==> src/rtl/gp_engine_pkg.sv <==
// Shared types and constants for the GP engine command sequencer.
package gp_engine_pkg;

  // Opcode field location inside a command header word.
  localparam int OP_MSB = 31;
  localparam int OP_LSB = 30;

  typedef enum logic [1:0] {
    OP_END   = 2'b00,
    OP_WRITE = 2'b01,
    OP_POLL  = 2'b10,
    OP_WAIT  = 2'b11
  } opcode_e;

  typedef enum logic [2:0] {
    ST_IDLE    = 3'd0,
    ST_F0_REQ  = 3'd1,
    ST_F0_WAIT = 3'd2,
    ST_F1_REQ  = 3'd3,
    ST_F1_WAIT = 3'd4,
    ST_ISSUE   = 3'd5,
    ST_RESP    = 3'd6,
    ST_DELAY   = 3'd7
  } state_e;

endpackage

==> src/rtl/gp_cmd_exec_fsm.sv <==
// Command-execution sequencer: fetches two-word commands from the command
// buffer and executes them as single master transactions until END.
//
// Handshakes:
//   - Command buffer: cmd_rd_en is a one-cycle request; the FSM then waits
//     for cmd_rd_valid and captures cmd_out in that cycle.
//   - Master request: mst_o_valid and all request fields stay stable until
//     the cycle in which mst_i_ready is high; the request is taken on that
//     edge. A read response is accepted only while in RESP, on mst_i_rd_valid.
module gp_cmd_exec_fsm
  import gp_engine_pkg::*;
#(
  parameter int ADDR_WIDTH = 32,
  parameter int DATA_WIDTH = 32,
  parameter int PC_WIDTH   = 8,
  parameter int POLL_MAX   = 1024
) (
  input  logic                  clk,
  input  logic                  rst,
  input  logic                  start,
  input  logic [PC_WIDTH-1:0]   start_pc,
  output logic                  busy,
  output logic                  done,
  output logic                  err,
  output logic [PC_WIDTH-1:0]   err_pc,
  output logic [DATA_WIDTH-1:0] last_rd_data,
  output logic                  cmd_rd_en,
  output logic [ADDR_WIDTH-1:0] cmd_addr,
  input  logic                  cmd_rd_valid,
  input  logic [DATA_WIDTH-1:0] cmd_out,
  output logic                  mst_o_valid,
  output logic [ADDR_WIDTH-1:0] mst_o_addr,
  output logic [DATA_WIDTH-1:0] mst_o_wr_data,
  output logic                  mst_o_rd0_wr1,
  input  logic                  mst_i_ready,
  input  logic                  mst_i_rd_valid,
  input  logic [DATA_WIDTH-1:0] mst_i_rd_data,
  output state_e                dbg_state
);

  state_e                state_q;
  logic [PC_WIDTH-1:0]   pc_q;
  logic [DATA_WIDTH-1:0] hdr_q;
  logic [DATA_WIDTH-1:0] operand_q;
  // Shared counter: poll attempts already made, or remaining delay cycles.
  logic [31:0]           cnt_q;

  logic                  busy_q;
  logic                  done_q;
  logic                  err_q;
  logic [PC_WIDTH-1:0]   err_pc_q;
  logic [DATA_WIDTH-1:0] last_rd_data_q;
  logic                  cmd_rd_en_q;
  logic [ADDR_WIDTH-1:0] cmd_addr_q;
  logic                  mst_valid_q;
  logic [ADDR_WIDTH-1:0] mst_addr_q;
  logic [DATA_WIDTH-1:0] mst_wr_data_q;
  logic                  mst_wr_q;

  opcode_e               op;
  logic [31:0]           tgt_addr;
  logic [PC_WIDTH-1:0]   pc_plus1;
  logic [PC_WIDTH-1:0]   pc_plus2;
  logic [ADDR_WIDTH-1:0] start_pc_ext;
  logic [ADDR_WIDTH-1:0] pc_plus1_ext;
  logic [ADDR_WIDTH-1:0] pc_plus2_ext;
  logic [31:0]           poll_next;

  // Header decode and PC arithmetic; PC arithmetic wraps at 2^PC_WIDTH.
  assign op           = opcode_e'(hdr_q[OP_MSB:OP_LSB]);
  assign tgt_addr     = {hdr_q[OP_LSB-1:0], 2'b00};
  assign pc_plus1     = pc_q + PC_WIDTH'(1);
  assign pc_plus2     = pc_q + PC_WIDTH'(2);
  assign start_pc_ext = {{(ADDR_WIDTH-PC_WIDTH){1'b0}}, start_pc};
  assign pc_plus1_ext = {{(ADDR_WIDTH-PC_WIDTH){1'b0}}, pc_plus1};
  assign pc_plus2_ext = {{(ADDR_WIDTH-PC_WIDTH){1'b0}}, pc_plus2};
  assign poll_next    = cnt_q + 32'd1;

  // Sequencer FSM with registered outputs; next-command entry advances pc by 2.
  always_ff @(posedge clk) begin
    if (rst) begin
      state_q        <= ST_IDLE;
      pc_q           <= '0;
      hdr_q          <= '0;
      operand_q      <= '0;
      cnt_q          <= '0;
      busy_q         <= 1'b0;
      done_q         <= 1'b0;
      err_q          <= 1'b0;
      err_pc_q       <= '0;
      last_rd_data_q <= '0;
      cmd_rd_en_q    <= 1'b0;
      cmd_addr_q     <= '0;
      mst_valid_q    <= 1'b0;
      mst_addr_q     <= '0;
      mst_wr_data_q  <= '0;
      mst_wr_q       <= 1'b0;
    end else begin
      done_q      <= 1'b0;
      cmd_rd_en_q <= 1'b0;
      case (state_q)
        ST_IDLE: begin
          if (start) begin
            state_q     <= ST_F0_REQ;
            pc_q        <= start_pc;
            cmd_addr_q  <= start_pc_ext;
            cmd_rd_en_q <= 1'b1;
            busy_q      <= 1'b1;
            err_q       <= 1'b0;
          end
        end
        ST_F0_REQ: state_q <= ST_F0_WAIT;
        ST_F0_WAIT: begin
          if (cmd_rd_valid) begin
            hdr_q       <= cmd_out;
            state_q     <= ST_F1_REQ;
            cmd_addr_q  <= pc_plus1_ext;
            cmd_rd_en_q <= 1'b1;
          end
        end
        ST_F1_REQ: state_q <= ST_F1_WAIT;
        ST_F1_WAIT: begin
          if (cmd_rd_valid) begin
            operand_q <= cmd_out;
            case (op)
              OP_END: begin
                state_q <= ST_IDLE;
                done_q  <= 1'b1;
                busy_q  <= 1'b0;
              end
              OP_WRITE, OP_POLL: begin
                state_q       <= ST_ISSUE;
                mst_valid_q   <= 1'b1;
                mst_addr_q    <= ADDR_WIDTH'(tgt_addr);
                mst_wr_data_q <= cmd_out;
                mst_wr_q      <= (op == OP_WRITE);
                cnt_q         <= '0;
              end
              default: begin
                // WAIT with a zero operand costs no extra cycle.
                if (cmd_out == '0) begin
                  state_q     <= ST_F0_REQ;
                  pc_q        <= pc_plus2;
                  cmd_addr_q  <= pc_plus2_ext;
                  cmd_rd_en_q <= 1'b1;
                end else begin
                  state_q <= ST_DELAY;
                  cnt_q   <= 32'(cmd_out);
                end
              end
            endcase
          end
        end
        ST_ISSUE: begin
          if (mst_i_ready) begin
            mst_valid_q <= 1'b0;
            if (mst_wr_q) begin
              state_q     <= ST_F0_REQ;
              pc_q        <= pc_plus2;
              cmd_addr_q  <= pc_plus2_ext;
              cmd_rd_en_q <= 1'b1;
            end else begin
              state_q <= ST_RESP;
            end
          end
        end
        ST_RESP: begin
          if (mst_i_rd_valid) begin
            last_rd_data_q <= mst_i_rd_data;
            if (mst_i_rd_data == operand_q) begin
              state_q     <= ST_F0_REQ;
              pc_q        <= pc_plus2;
              cmd_addr_q  <= pc_plus2_ext;
              cmd_rd_en_q <= 1'b1;
            end else if (poll_next < 32'(POLL_MAX)) begin
              state_q     <= ST_ISSUE;
              cnt_q       <= poll_next;
              mst_valid_q <= 1'b1;
            end else begin
              state_q  <= ST_IDLE;
              err_q    <= 1'b1;
              err_pc_q <= pc_q;
              busy_q   <= 1'b0;
            end
          end
        end
        ST_DELAY: begin
          cnt_q <= cnt_q - 32'd1;
          if (cnt_q == 32'd1) begin
            state_q     <= ST_F0_REQ;
            pc_q        <= pc_plus2;
            cmd_addr_q  <= pc_plus2_ext;
            cmd_rd_en_q <= 1'b1;
          end
        end
        default: state_q <= ST_IDLE;
      endcase
    end
  end

  assign busy          = busy_q;
  assign done          = done_q;
  assign err           = err_q;
  assign err_pc        = err_pc_q;
  assign last_rd_data  = last_rd_data_q;
  assign cmd_rd_en     = cmd_rd_en_q;
  assign cmd_addr      = cmd_addr_q;
  assign mst_o_valid   = mst_valid_q;
  assign mst_o_addr    = mst_addr_q;
  assign mst_o_wr_data = mst_wr_data_q;
  assign mst_o_rd0_wr1 = mst_wr_q;
  assign dbg_state     = state_q;

endmodule

==> config.mk <==
export PLATFORM = sky130hd
export DESIGN_NAME = gp_cmd_exec_fsm
export DESIGN_NICKNAME = d
export VERILOG_FILES = /design/src/rtl/gp_engine_pkg.sv /design/src/rtl/gp_cmd_exec_fsm.sv
export SDC_FILE = /design/constraint.sdc
export NUM_CORES = 1
export LEC_CHECK = 0
export BUFFER_PORTS_ARGS = -buffer_cell sky130_fd_sc_hd__buf_2
export CELL_PAD_IN_SITES_DETAIL_PLACEMENT = 2
export CELL_PAD_IN_SITES_GLOBAL_PLACEMENT = 2
export CORE_MARGIN = 8
export CORE_UTILIZATION = 30
export CTS_BUF_LIST = sky130_fd_sc_hd__clkbuf_16
export CTS_CLUSTER_SIZE = 25
export DETAILED_ROUTE_END_ITERATION = 7
export GPL_ROUTABILITY_DRIVEN = 1
export GPL_TIMING_DRIVEN = 0
export PLACE_DENSITY = 0.83
export SLEW_MARGIN = 10
export SYNTH_ARGS = -nofsm -noshare
export SYNTH_HDL_FRONTEND = slang
export SYNTH_SLANG_ARGS = --single-unit
==> constraint.sdc <==
create_clock -name clk -period 4.2 [get_ports clk]
set_input_delay 0.84 -clock clk [delete_from_list [all_inputs] [get_ports clk]]
set_output_delay 0.84 -clock clk [all_outputs]
set_load 0.02 [all_outputs]
# Yosys cells after proc, flatten, opt, wreduce, memory -nomap -nowiden
# Cells that the tools add are included.
# classes
n_addsub,4
magnitude_cmp,1
eq_ne,28
n_mux,71
bitwise_logic,4
reduce_logical,24
# op_table
op,count
32-bit 2-to-1 mux,15
32-bit case mux with 6 select lines,1
32-bit case mux with 3 select lines,1
8-bit 2-to-1 mux,9
32-bit case mux with 2 select lines,1
8-bit case mux with 5 select lines,1
32-bit by 1-bit adder with 32-bit output (second input constant),1
32-bit by 1-bit equality test with 1-bit output (second input constant),1
32-bit equality test,1
32-bit logical NOT,1
32-bit by 11-bit < comparator with 1-bit output (second input constant),1
2-bit inequality test (second input constant),16
32-bit by 1-bit subtractor with 32-bit output (second input constant),1
3-bit 2-to-1 mux,10
1-bit 2-to-1 mux,27
3-bit case mux with 8 select lines,1
7-bit AND reduction,3
3-bit equality test (second input constant),4
11-bit AND reduction,1
10-bit AND reduction,1
3-bit nonzero test,3
8-bit by 1-bit adder with 8-bit output (second input constant),1
8-bit by 2-bit adder with 8-bit output (second input constant),1
3-bit by 2-bit equality test with 1-bit output (second input constant),2
21 further kinds,28
# word_totals
reg_bits,247
input_bits,78
elab_cells,148

# Logic depth before layout (Yosys ltp)
# Gate-level depths: netlist of the first run.
# depth
depth_word,6
mapped_depth,13
ltp_nobuf,10

# Worst setup path before layout of the first run
# No wires, ideal clock.
# synth_path
path_type,register to register
startpoint,reg cnt_q[0]
endpoint,reg cnt_q[22]
t_arrival_ns,2.815
setup_slack_ns,1.253
stages_incl_launch_ff,13
path_buffers,2
synth_period_minus_slack_ns,2.947
cell_sequence,dfxtp_1 ha_1 and4_1 buf_4 nand3_4 or3_4 a2111oi_4 nand3_2 nor4_4 o21ai_2 buf_6 o21ai_0 a21oi_1
# synth_between
elab_chain_len,5
# synth_rtl
element,line,rtl
from (decl),gp_cmd_exec_fsm.sv:46,logic [31:0] cnt_q;
from (signal assigned),gp_cmd_exec_fsm.sv:148,cnt_q <= 32'(cmd_out);
from (signal assigned),gp_cmd_exec_fsm.sv:177,cnt_q <= poll_next;
from (signal assigned),gp_cmd_exec_fsm.sv:188,cnt_q <= cnt_q - 32'd1;
"parallel branches: the longest is 5 deep, another holds 32-bit by 1-bit adder with 32-bit output",-,
# Parallel ways; which one is timed is not known. The select of a mux whose other input is x is not followed.
# A chain may end at the register's enable or synchronous reset.

# Worst setup path after layout of the first run
# layout_path
startpoint,reg cnt_q[7]
endpoint,reg cnt_q[21]
# The elaborated chain is that of the path after synthesis.

==> results of run 1 <==
-- routing by layer --
layer	part of all wire [%]	track usage, %	wire, microns	up-vias
li1	-	-	-	5607
met1	43	29.5	23000	6035
met2	47	39.8	24900	384
met3	5.6	3.77	3000	121
met4	4.2	9.16	2220	0
met5	0	0	0	-
-- power breakdown --
group	switching, mW	internal, mW	leakage (nW)
sequential	0.112	2.27	1.80
clock	0.985	1.35	0.426
combinational	1.34	0.629	3.27
total	2.44	4.25	5.50
-- metrics by stage --
stage          hold slack, ps  power, mW  setup slack (ps)  area (sq um)
2_1_floorplan             432       3.66              1250         11300
3_3_place_gp              441       4.27             -79.7         12800
3_5_place_dp              448       4.34              -239         12800
4_1_cts                   456       6.70              3.96         13700
5_1_grt                   476       6.99              58.3         13700
6_report                  454       6.69               264         13700
-- worst max-delay path: stages, from the launching register on --
cell      delay, ps
dfxtp_1         330
clkbuf_1        390
nand4_1         210
nor4_1          540
nand3_1         230
xnor2_1         450
nand4_1         270
nor4_2          720
nand3_1         310
nand3_1         190
o211ai_1        140
-- cell type report --
class	instances	area (sq um)	area share, %
Inverter	11	41.3	0.301
Timing Repair Buffer	195	978	7.13
Multi-Input combinational cell	1139	6090	44.4
Buffer	142	696	5.07
Clock buffer	27	676	4.93
Tap cell	468	586	4.27
Clock inverter	21	188	1.37
Sequential cell	223	4460	32.6
-- worst min-delay path by stage --
stage,from,end,slack (ps)
final,hdr_q[2],mst_o_addr[4],450
after global routing,mst_o_addr[7],mst_o_addr[7],480
after CTS,hdr_q[2],mst_o_addr[4],460
after detailed placement,mst_o_addr[28],mst_o_addr[28],450
after global placement,mst_o_wr_data[19],mst_o_wr_data[19],440
after floorplan,hdr_q[8],mst_o_addr[10],430
-- sequential cells by signal, summed over array words and instances, names as in the netlist --
register       cells
busy               1
cmd_addr           8
cmd_rd_en          1
cnt_q             32
dbg_state          3
done               1
err                1
err_pc             8
hdr_q             32
last_rd_data      32
mst_o_addr        30
mst_o_rd0_wr1      1
mst_o_valid        1
mst_o_wr_data     32
operand_q         32
pc_q               8
-- timing repair --
action,CTS,global route
pin swaps,0,1
setup endpoints to repair,4,14
buffers inserted,0,1
endpoints found under the hold margin,0,0
resized for setup,1,2
hold buffers,0,0
-- Yosys cell counts, drive strengths merged (9+ instances only) --
cell / n / share of area, %
a211oi: 13 / 0.96
a21oi: 195 / 8.7
a221oi: 13 / 1.1
and3: 17 / 0.95
buf: 46 / 3.0
clkbuf: 96 / 3.2
dfxtp: 223 / 40
inv: 9 / 0.30
mux2i: 21 / 1.9
nand2: 391 / 13
nand3: 45 / 2.2
nand4: 23 / 1.3
nor2: 79 / 2.7
nor3: 37 / 1.7
nor4: 30 / 1.8
o21ai: 61 / 2.8
o31ai: 9 / 0.60
xnor2: 20 / 1.6
xor2: 41 / 3.2
-- cells by family after synthesis --
family / share of synthesized area [%]
flops: 40.0
simple gates: 27.3
fa+ha+maj: 0.896
compound gates: 18.6
mux: 1.88
other cells: 0.0336
xor+xnor: 4.78
buf+inv: 6.60
==> impl_metrics.csv, run 1 <==
group,metric,value,unit
timing,min_period,3940,ps
synth,synth_edf_count,0,
finish,mostFrequentLayoutCells,"390 x nand2_1, 223 x dfxtp_1, 201 x buf_2, 195 x a21oi_1, 96 x clkbuf_1",
outcome,status,"completed",
setup_path,endpoint,"cnt_q[21]",
synth,yosysWarnings,0,
placed_design,gp_congestion,0.921,
die,num_io_pins,223,
setup_path,end_kind,"flip-flop",
timing,fmax,254,MHz
grt,overflow,0,
finish,fin_util,37.5,%
placed_design,numPortBuffers,194,
finish,area_delta_synth_final,22.8,%
finish,n_fill_cell,4346,
setup_path,crit_start,"cnt_q[7]",
finish,final_common_cell,"nand2_1",
die,die_y,209,microns
clocking,cts_tree,"built",
synth,synth_cell_types,70,
setup_path,cp-start-kind,"flip-flop",
timing,drv_slew,0,
grt,grt.total_usage,23.5,%
clocking,cts_buffers,27,
grt,grt_pass1_vias,13100,
die,die_w,209,microns
synth,avgSynthCellArea,7.50,sq um
timing,finalCritPeriodShare,93.7,%
placed_design,place_hpwl,40.4,mm
synth,seq_area_frac_synth,40.0,%
setup_path,arrival,4350,ps
synth,synth-seq-cells,223,
die,dieArea,43700,sq um
timing,max_slew_margin,26.6,%
setup_path,worstReg2RegStart,"cnt_q[7]",
synth,async_flop_share,0,%
timing,setup_viol,0,
grt,grt_max_degree,14,
finish,fin_cells,2226,
min_path,worstHoldPathType,"flip-flop to flip-flop",
die,fp.coreArea,36600,sq um
routing,ant_nets,0,
timing,skew,11.8,ps
routing,vias,12100,
synth,syn_inst,1490,
clocking,h-tree-depth,1,
min_path,whs_path_depth,2,
finish,nets,1825,
routing,wire_per_inst,23.9,microns
timing,grt_setup_unrepaired,"false",
power,p_per_area,488,nW/um^2
finish,antenna_cells,0,
routing,wirelength,53.2,mm
synth,ys.flop_type,"dfxtp_1",
routing,first_iter_violations,617,
routing,firstDrtPassIters,5,
clocking,cts-root-buf,"clkbuf_16",
setup_path,r2r-end,"cnt_q[21]",
clocking,clkLatencyLatePin,560,ps
die,initial_core_util,30.5,%
die,num_rows,70,
setup_path,rr_worst_depth,10,
timing,timing_hold_violations_final,0,
setup_path,critPathRequiredTime,4610,ps
power,ir_drop,274,uV
clocking,clkTransAtPathRegs,60,ps
job,cap_viol_max_count,0,
setup_path,rrSetupSlack,260,ps
clocking,clk_path_buf_depth,3,
grt,grt_pass1_wl,80.7,mm
power,p_leak,5.50,nW
routing,drc_errors,0,
clocking,cts_sinks,223,
setup_path,crit_type,"flip-flop to flip-flop",
finish,layout-drive-gt1-share,17.2,%
timing,tns,0,ps
routing,vias_per_cell,5.46,
grt,antenna_found_initial,0,
timing,tightest_slew,1090,ps
synth,syn_area,11200,sq um
setup_path,worstPathMaxFanout,10,
placed_design,dpl.cell_count,2177,
(Power assumes the default switching activity.)
==> run 2: changes to the inputs <==
Settings changed: REMOVE_ABC_BUFFERS set to 1.
==> impl_metrics.csv, run 2 (synthesis gave the netlist of run 1 again) <==
group,metric,value,unit
clocking,cts_buffers,27,
setup_path,arrival,4410,ps
clocking,cts-root-buf,"clkbuf_16",
finish,nets,1687,
routing,drc_errors,0,
finish,mostFrequentLayoutCells,"384 x nand2_1, 221 x dfxtp_1, 195 x buf_2, 194 x a21oi_1, 74 x nor2_1",
finish,antenna_cells,0,
outcome,status,"completed",
die,dieArea,43700,sq um
power,p_leak,5.20,nW
power,fin_total_pwr,6.42,mW
min_path,worstHoldPathType,"flip-flop to flip-flop",
finish,final_common_cell,"nand2_1",
clocking,clkTransAtPathRegs,60,ps
grt,grtUsageMet1,26.0,%
power,ir_drop,270,uV
clocking,cts_tree,"built",
timing,fmax,252,MHz
grt,grt_max_degree,117,
power,seqPwrFrac,39.0,%
timing,skew,11.4,ps
setup_path,worstReg2RegStart,"dbg_state[2]",
timing,timing_hold_violations_final,0,
placed_design,place_hpwl,34.0,mm
routing,vias_per_cell,5.50,
grt,grtUsageMet2,37.6,%
timing,setup_viol,0,
setup_path,rr_worst_depth,7,
die,die_w,209,microns
grt,grt.total_usage,21.3,%
clocking,clk_path_buf_depth,3,
setup_path,worstPathMaxFanout,35,
setup_path,crit_type,"flip-flop to flip-flop",
finish,layout-drive-gt1-share,17.2,%
min_path,whs_path_depth,2,
min_path,holdPathEnd,"mst_o_addr[20]",
routing,first_iter_violations,533,
setup_path,critPathRequiredTime,4650,ps
clocking,cts_sinks,223,
clocking,h-tree-depth,1,
grt,antenna_found_initial,0,
finish,fin_util,35.8,%
timing,min_period,3960,ps
min_path,hp-start,"hdr_q[18]",
setup_path,r2r-end,"cnt_q[21]",
clocking,clkLatencyLatePin,540,ps
setup_path,cp-start-kind,"flip-flop",
power,clkPwrFrac,34.9,%
grt,grt_pass1_wl,75.1,mm
grt,overflow,0,
power,p_comb_share,26.1,%
job,cap_viol_max_count,0,
power,p_per_area,490,nW/um^2
grt,met3_usage,3.46,%
timing,grt_setup_unrepaired,"false",
finish,stdcell_area,13100,sq um
clocking,cts_setup_buffers,0,
power,p_switching,2.33,mW
timing,tightest_slew,1200,ps
clocking,cts-hold-fix-buffers,0,
setup_path,rrSetupSlack,240,ps
die,num_rows,70,
placed_design,gp_congestion,0.911,
routing,wire_per_inst,23.3,microns
timing,drv_slew,0,
die,num_io_pins,223,
placed_design,numPortBuffers,196,
power,power.internal,4.09,mW
routing,firstDrtPassIters,5,
routing,wirelength,48.5,mm
power,swShare,36.3,%
routing,vias,11500,
routing,ant_nets,0,
grt,grt_pass1_vias,12500,
setup_path,end_kind,"flip-flop",
finish,area_delta_synth_final,17.4,%
die,die_y,209,microns
timing,tns,0,ps
die,initial_core_util,30.5,%
timing,max_slew_margin,20.0,%
timing,finalCritPeriodShare,94.3,%
grt,grt_busiest_layer,"met2",
placed_design,placed_cell_area,12200,sq um
die,fp.coreArea,36600,sq um
[run 2: area by class of cell]
cell class	instances	area, sq um
timing repair buffer	199	1050
inverter	11	42.5
fill	4298	23500
multi-input combinational	1139	6150
clock buffer	27	676
tap	468	586
sequential	223	4470
clock inverter	20	146
[run 2: per-stage QoR]
stage          instances  hold WS [ps]  worst slack, ps
3_3_place_gp        2037           438            -3040
4_1_cts             2087           456              189
3_5_place_dp        2040           447            -1180
6_report            2087           453              239
2_1_floorplan       1373           426             -118
5_1_grt             2087           466             17.4
[run 2: how the worst max path moves through the flow]
| stage | from | end | slack (ps) | cells past startpoint |
|---|---|---|---|---|
| final | dbg_state[2] | cnt_q[21] | 240 | 7 |
| after floorplan | dbg_state[2] | err_pc[0] | -120 | 7 |
| after CTS | dbg_state[2] | last_rd_data[1] | 190 | 5 |
| after global placement | dbg_state[2] | err_pc[1] | -3040 | 7 |
| after global routing | dbg_state[2] | cnt_q[31] | 20 | 7 |
| after detailed placement | dbg_state[2] | cnt_q[25] | -1180 | 6 |
[run 2: what timing repair did]
item / in CTS / in global routing
gates resized for setup: 10 / 2
setup endpoints to repair: 94 / 10
hold endpoints to repair: 0 / 0
[run 2: critical path, cell delays in order, from the launching register on]
cell,delay [ps]
dfxtp_2,700
nand2_1,190
nor2_1,290
nand2_2,470
o32a_1,620
nor2_1,790
nand2_2,480
o211ai_1,310
[run 2: power groups by stage]
stage | Sequential [mW] | Clock (mW) | Combinational (mW)
3_3_place_gp | 2.53 | 0 | 1.58
3_5_place_dp | 2.54 | 0 | 1.66
6_report | 2.50 | 2.24 | 1.68
4_1_cts | 2.50 | 2.29 | 1.69
2_1_floorplan | 2.54 | 0 | 0.975
5_1_grt | 2.53 | 2.37 | 1.83
[run 2: per-layer routing]
layer / vias to the layer above / routed length, microns
met5: - / 0
met4: 0 / 1590
met3: 87 / 2170
met2: 279 / 24000
met1: 5790 / 20800
li1: 5317 / -
